### src/rtl/light_pkg.sv
// Shared types and constants for the intersection light controller
// (phase encodings, one-hot load codes, default phase times).
package light_pkg;

  typedef enum logic [1:0] {
    GREEN  = 2'd0,
    YELLOW = 2'd1,
    RED    = 2'd2
  } phase_t;

  localparam int unsigned INIT_WIDTH      = 3;
  localparam int unsigned INIT_GREEN_BIT  = 0;
  localparam int unsigned INIT_YELLOW_BIT = 1;
  localparam int unsigned INIT_RED_BIT    = 2;

  localparam logic [INIT_WIDTH-1:0] ONEHOT_GREEN  = INIT_WIDTH'(1) << INIT_GREEN_BIT;
  localparam logic [INIT_WIDTH-1:0] ONEHOT_YELLOW = INIT_WIDTH'(1) << INIT_YELLOW_BIT;
  localparam logic [INIT_WIDTH-1:0] ONEHOT_RED    = INIT_WIDTH'(1) << INIT_RED_BIT;

  localparam int unsigned TIME_GREEN  = 15;
  localparam int unsigned TIME_YELLOW = 3;
  localparam int unsigned TIME_RED    = 18;
  localparam int unsigned CNT_WIDTH   = 5;

  // Counter load request for a phase; unknown encodings fall back to GREEN.
  function automatic logic [INIT_WIDTH-1:0] phase_onehot(input logic [1:0] ph);
    case (ph)
      YELLOW:  return ONEHOT_YELLOW;
      RED:     return ONEHOT_RED;
      default: return ONEHOT_GREEN;
    endcase
  endfunction

  function automatic logic [1:0] phase_next(input logic [1:0] ph);
    case (ph)
      GREEN:   return YELLOW;
      YELLOW:  return RED;
      default: return GREEN;
    endcase
  endfunction

endpackage

### src/rtl/tick_prescaler.sv
// Free-running clock divider producing a one-cycle count tick every
// pTICK_DIV cycles; freezes while hold is high.
module tick_prescaler #(
  parameter int unsigned pTICK_DIV  = 50000000,
  parameter int unsigned pDIV_WIDTH = 26
) (
  input  logic clk,
  input  logic rst,
  input  logic hold,
  output logic tick
);

  localparam logic [pDIV_WIDTH-1:0] LAST = pDIV_WIDTH'(pTICK_DIV - 1);

  logic [pDIV_WIDTH-1:0] count;

  always_ff @(posedge clk or posedge rst) begin
    if (rst) begin
      count <= '0;
    end else if (!hold) begin
      count <= (count == LAST) ? '0 : count + 1'b1;
    end
  end

  assign tick = !hold && (count == LAST);

endmodule

### src/rtl/light_sequencer.sv
// Main-road phase controller: paces the countdown counter, steps
// GREEN -> YELLOW -> RED and decodes main and side-road lamps.
module light_sequencer
  import light_pkg::*;
#(
  parameter int unsigned pTIME_YELLOW_LIGHT = TIME_YELLOW,
  parameter int unsigned pCNT_WIDTH         = CNT_WIDTH,
  parameter int unsigned pINIT_WIDTH        = INIT_WIDTH,
  parameter int unsigned pTICK_DIV          = 50000000,
  parameter int unsigned pDIV_WIDTH         = 26
) (
  input  logic                   clk,
  input  logic                   rst,
  input  logic                   hold,
  input  logic                   last,
  input  logic [pCNT_WIDTH-1:0]  cnt_in,
  output logic                   en,
  output logic [pINIT_WIDTH-1:0] init,
  output logic [1:0]             phase,
  output logic                   main_g,
  output logic                   main_y,
  output logic                   main_r,
  output logic                   side_g,
  output logic                   side_y,
  output logic                   side_r
);

  localparam logic [pCNT_WIDTH-1:0] SIDE_YELLOW_CNT = pCNT_WIDTH'(pTIME_YELLOW_LIGHT);

  logic                   tick;
  logic                   init_pending;
  logic                   advance;
  logic [1:0]             phase_q;
  logic [1:0]             phase_d;
  logic [pINIT_WIDTH-1:0] init_q;
  logic [pINIT_WIDTH-1:0] init_d;

  tick_prescaler #(
    .pTICK_DIV  (pTICK_DIV),
    .pDIV_WIDTH (pDIV_WIDTH)
  ) u_prescaler (
    .clk  (clk),
    .rst  (rst),
    .hold (hold),
    .tick (tick)
  );

  assign init_pending = |init_q;

  // State register; reset issues the GREEN load on the first cycle after release.
  always_ff @(posedge clk or posedge rst) begin
    if (rst) begin
      phase_q <= GREEN;
      init_q  <= pINIT_WIDTH'(ONEHOT_GREEN);
    end else begin
      phase_q <= phase_d;
      init_q  <= init_d;
    end
  end

  // Advance only on a tick at count 0, and never while a load is still in flight.
  always_comb begin
    phase_d = phase_q;
    init_d  = '0;
    advance = tick && last && !init_pending;
    case (phase_q)
      GREEN, YELLOW, RED: begin
        if (advance) begin
          phase_d = phase_next(phase_q);
          init_d  = pINIT_WIDTH'(phase_onehot(phase_next(phase_q)));
        end
      end
      default: begin
        phase_d = GREEN;
        init_d  = pINIT_WIDTH'(ONEHOT_GREEN);
      end
    endcase
  end

  // Tick gating and lamp decode from the registered phase and live count.
  always_comb begin
    en     = tick && !init_pending;
    init   = init_q;
    phase  = phase_q;
    main_g = 1'b0;
    main_y = 1'b0;
    main_r = 1'b0;
    side_g = 1'b0;
    side_y = 1'b0;
    side_r = 1'b0;
    case (phase_q)
      YELLOW: begin
        main_y = 1'b1;
        side_r = 1'b1;
      end
      RED: begin
        main_r = 1'b1;
        if (cnt_in > SIDE_YELLOW_CNT) side_g = 1'b1;
        else                          side_y = 1'b1;
      end
      default: begin
        main_g = 1'b1;
        side_r = 1'b1;
      end
    endcase
  end

endmodule

### config.mk
export PLATFORM = sky130hd
export DESIGN_NAME = light_sequencer
export DESIGN_NICKNAME = d
export VERILOG_FILES = /design/src/rtl/light_pkg.sv /design/src/rtl/tick_prescaler.sv /design/src/rtl/light_sequencer.sv
export SDC_FILE = /design/constraint.sdc
export NUM_CORES = 1
export LEC_CHECK = 0
export CORE_MARGIN = 8
export CORE_UTILIZATION = 49
export DETAILED_ROUTE_END_ITERATION = 7
export GPL_ROUTABILITY_DRIVEN = 0
export GPL_TIMING_DRIVEN = 0
export HOLD_SLACK_MARGIN = 0.03
export PLACE_DENSITY_LB_ADDON = 0.1
export SLEW_MARGIN = 30
export SYNTH_ARGS = -nofsm -noshare
export SYNTH_HDL_FRONTEND = slang
export SYNTH_SLANG_ARGS = --single-unit
### constraint.sdc
create_clock -name clk -period 2 [get_ports clk]
set_clock_uncertainty 0.15 [all_clocks]
set_input_delay 0.3 -clock clk [delete_from_list [all_inputs] [get_ports clk]]
set_output_delay 0.3 -clock clk [all_outputs]
set_load 0.02 [all_outputs]
=== Yosys cells after proc, flatten, opt, wreduce, memory -nomap -nowiden ===
Index checks and enable logic that the tools add are counted.

* Register bits: 31
* Input port bits: 9
* Output and inout bits: 12
* Word-level logic and storage cells: 37

* Add/sub/neg operators: 1
* $lt $le $gt $ge: 1
* Equal/unequal tests: 6
* Multiplexer cells: 16
* Reduce and logical (&&, ||, !) cells: 10

{| class="wikitable"
|+ Operators by type and width
! kind !! number
|-
| adder 26 x 1 -> 26 bit (second input constant) || 1
|-
| == test 26 bit (second input constant) || 1
|-
| two-way mux 26 bit || 1
|-
| two-way mux 1 bit || 8
|-
| two-way mux 2 bit || 3
|-
| two-way mux 3 bit || 2
|-
| case mux 3 bit (2 select lines) || 1
|-
| OR reduction 3 bit || 2
|-
| > comparator 5 x 2 -> 1 bit (second input constant) || 1
|-
| == test 2 x 1 -> 1 bit (second input constant) || 2
|-
| == test 2 bit (second input constant) || 2
|-
| logical AND 1 bit || 4
|-
| case mux 2 bit (2 select lines) || 1
|-
| zero test 1 bit || 2
|-
| zero test 2 bit || 1
|-
| inequality test 2 bit (second input constant) || 1
|-
| OR reduction 2 bit || 1
|}

=== Depth between registers and ports, before layout ===
* Depth in word-level cells: 10
* Depth in mapped cells: 6
* Gate-level depth less buffers: 6

=== Hierarchy ===
From an unflattened synthesis, not the netlist that was laid out.

* Cells, all modules: 176
* Area total of the unflattened synthesis: 1746.7 um2

{| class="wikitable"
|+ By module, submodules not included
! module !! instances !! cells each !! area an instance (um2) !! sequential area each (um2)
|-
| tick_prescaler || 1 || 148 || 1421.4 || 650.6
|-
| light_sequencer || 1 || 28 || 325.3 || 126.4
|}

=== Worst setup path after synthesis ===
Ideal clock, no wire load.

* Path kind: flip-flop to output port
* Start point: reg u_prescaler.count[0]
* End point: out en
* Arrival time: 2.108 ns
* Required time: 1.550 ns
* Slack: -0.558 ns
* Stages on the path, launching flop included: 6
* Buffers on the path: 0
* Cell sequence: dfrtp_1 -> ha_1 -> and4b_1 -> nand2_2 -> or4_1 -> nor4_1

* Word-level cells in the longest chain between the ends: 3

{| class="wikitable"
|+ RTL lines
! element !! RTL line !! RTL
|-
| start: declaration || tick_prescaler.sv:15 || <nowiki>logic [pDIV_WIDTH-1:0] count;</nowiki>
|-
| start signal: assignment || tick_prescaler.sv:21 || <nowiki>count <= (count == LAST) ? '0 : count + 1'b1;</nowiki>
|-
| == test 26 bit || tick_prescaler.sv:25 || <nowiki>assign tick = !hold && (count == LAST);</nowiki>
|-
| logical AND 1 bit || tick_prescaler.sv:25 ||
|-
| logical AND 1 bit || light_sequencer.sv:82 || <nowiki>en = tick && !init_pending;</nowiki>
|-
| end: declaration || light_sequencer.sv:17 || <nowiki>output logic en,</nowiki>
|}

Every way passes these cells.

=== Worst setup path in the final report ===
Same ends and word-level chain as after synthesis.

==> summary.txt <==
Outcome
  • Status: finished with violations
  • Failing checks: negative setup slack

Worst hold path
  • Min-delay worst type: input port to async pin

Power and ir drop
  • Leakage power total: 0.000978 uW
  • Sequential power share: 50.4%
  • Pint: 1120 uW
  • Combinational share of power: 15.6%
  • Switching part of the total: 26.4%
  • P_sw: 403 uW
  • Worst VDD drop: 0.694 mV
  • Clock power share: 34.1%
  • PD cells: 705 nW/um^2

Placement
  • Detailed Place HPWL: 2330 um
  • Placed Area: 1870 um^2
  • Port buffer count: 18
  • Placed cells: 220
  • Pre-CTS setup slack: -1140 ps

Floorplan
  • Core Footprint: 3260 um^2
  • Starting Density: 49.4%
  • Die width: 73.3 um
  • Die Ht: 73.3 um
  • Ports: 21
  • Die area: 5380 um^2
  • # rows: 21

Global route
  • Initial antenna violation count: 0
  • First-pass GRT wire length: 5910 um
  • All-Layer GR Usage: 14.5%
  • Vias in the first global route: 1,270
  • Global route total overflow: 0
  • Largest net degree at the start of global routing: 32

Critical path
  • WS Path Type: flip-flop to output pin
  • CP arrival: 2090 ps
  • Worst-path maximum fanout: 4
  • CP required: 1550 ps
  • Startpoint types: flip-flop
  • Critical Path End Type: output pin

Synth
  • Post-synthesis simple-gate area fraction: 26.6%
  • Largest family of logic cells by synthesized area: simple AND/OR/NAND/NOR gates
  • Top-area cell type share of the netlist area: 46.6%
  • FF+latch count, synth: 31
  • Top cells by area, synth: dfrtp_1, xnor2_1, ha_1
  • Syn. warnings: 0
  • Post-synthesis mux area share: 2.02%
  • Adder-Cell Fraction of Synth Area: 5.44%
  • Syn_area_per_cell: 10.3 um^2
  • Synth Instances: 156
  • Sequential area share after synthesis: 48.3%
  • Compound-gate portion of the synthesized area: 2.41%
  • Mapped Area: 1610 um^2
  • Xor and xnor area share after synthesis: 12.5%
  • Unique cell type count in the Yosys netlist: 36
  • Yosys top cell by area: dfrtp_1
  • Synth Net Count: 172

STA
  • Final setup TNS: -1930 ps
  • RSZ-0062 raised after global routing: true
  • Slew margin rel.: 57.7%
  • Hold Fails Final Rpt: 0
  • Min cycle time layout: 2540 ps
  • F_max: 394 MHz
  • WHS: 199 ps
  • Slew Limit Fails: 0
  • Setup violations, final: 22
  • Period utilization: 127%
  • Worst Tran Pin Value: 633 ps
  • Final worst slack: -540 ps

Layout
  • Layout area overhead: 34.4%
  • Post-route insts no fill: 243
  • # diodes: 0
  • Share of cells above drive strength 1: 27.9%
  • Most common cell after layout, fill and taps aside: dfrtp_1
  • Most frequent cells in the layout: dfrtp_1, nor2_1, buf_4
  • Final Instance Area: 2160 um^2
  • Fill count: 268
  • Nets: 212

Detailed routing
  • Avg WL per Cell: 14.8 um
  • DR vias: 1,274
  • Antenna Nets Post-Route: 0
  • Routed WL: 3590 um
  • Pre-antenna DRT Iters: 4
  • DRC: 0
  • Via density: 5.24
  • Iter 0 DRT Violations: 65

Clocking
  • Max Buffers Root-to-Sink: 2
  • Cts bufs inserted: 5
  • Post-CTS Hold Fix Bufs: 0
  • CTS Sinks: 31
  • Clock latency on the worst-skew pair: 340 ps
  • Clock transition at path regs: 100 ps
  • CTS tree: done
  • H-tree depth: 2
  • Clk root buf: clkbuf_4

Run
  • Max_cap viols: 0
## cells by family after synthesis
group,count (synthesis)
adders and majority gates,7
buffers and inverters,11
AOI/OAI and AO/OA,6
muxes,3
DFF,31
xor gates and xnor gates,23
and+or+nand+nor,75
## Yosys cell counts, drive strengths merged
cell type and count:
and3 1, nor2 17, and4b 1, nor3b 2, nand3 8, nor4 8
or2 1, o31ai 1, dfstp 1, nand2b 1, or3 1, dfrtp 30
clkbuf 1, and2 4, buf 3, mux2 2, nand4 7, inv 7
mux2i 1, ha 7, nor4b 1, xnor2 13, o21ai 2, nand2 11
and4 3, or4 2, a31oi 1, nor2b 1, xor2 10, o21bai 1
o211ai 1, nand4b 1, nor3 5
## worst paths after layout
path	start	endpoint	slack [ps]	cells after the start
min in group clk	hold	u_prescaler.count[1]$_DFFE_PP0N_	310	3
min	rst	u_prescaler.count[7]$_DFFE_PP0N_	200	2
max	u_prescaler.count[0]$_DFFE_PP0N_	en	-540	6
max reg2reg	u_prescaler.count[0]$_DFFE_PP0N_	u_prescaler.count[23]$_DFFE_PP0N_	-170	8
max in group asynchronous	rst	u_prescaler.count[19]$_DFFE_PP0N_	1050	2
min reg2reg	u_prescaler.count[19]$_DFFE_PP0N_	u_prescaler.count[19]$_DFFE_PP0N_	370	1
## metal layers
layer  vias to the layer above  global-route usage, %  wire (um)
met4                         0                   5.54         57
met1                       623                   17.4       1630
met3                         6                   5.32        121
met2                        20                   22.9       1780
li1                        625                      -          -
met5                         -                      0          0
## final cells by class
| cell class | instances | area [um^2] | area share, % |
|---|---|---|---|
| Tap cell | 46 | 57.6 | 2.66 |
| Sequential cell | 31 | 781 | 36.1 |
| Clock inverter | 2 | 35.0 | 1.62 |
| Multi-Input combinational cell | 114 | 888 | 41.0 |
| Inverter | 7 | 26.3 | 1.21 |
| Timing Repair Buffer | 36 | 320 | 14.8 |
| Buffer | 1 | 5.00 | 0.231 |
| Clock buffer | 6 | 51.3 | 2.37 |
## metrics by stage
step / power [uW] / utilization (%)
CTS: 1500 / 63.7
floorplan: 885 / -
finish: 1530 / 66.4
global route: 1610 / 66.4
detailed placement: 940 / 57.5
global placement: 924 / 57.5
## state kept, by name (all words and copies together), names as in the netlist
register	flops
phase	2
init	3
u_prescaler.count	26
## critical path, cell delays in order (launching register included)
cell and delay (ps):
dfrtp_1 370, ha_2 190, and4b_2 280, nand2_4 60
or4_4 540, nor4_4 140, buf_4 180
## timing repair
item	in CTS	in global routing
setup buffers	11	6
endpoints found under the setup margin	24	24
pin swaps	9	5
gates resized for setup	29	18
cloned	0	1
## power groups by stage
stage | clock, uW | combinational [uW] | sequential (uW)
after floorplan | 0 | 122 | 764
after global placement | 0 | 150 | 774
after detailed placement | 0 | 159 | 781
after CTS | 530 | 201 | 766
after global routing | 559 | 272 | 777
final | 520 | 238 | 769
(Power assumes the default switching activity.)
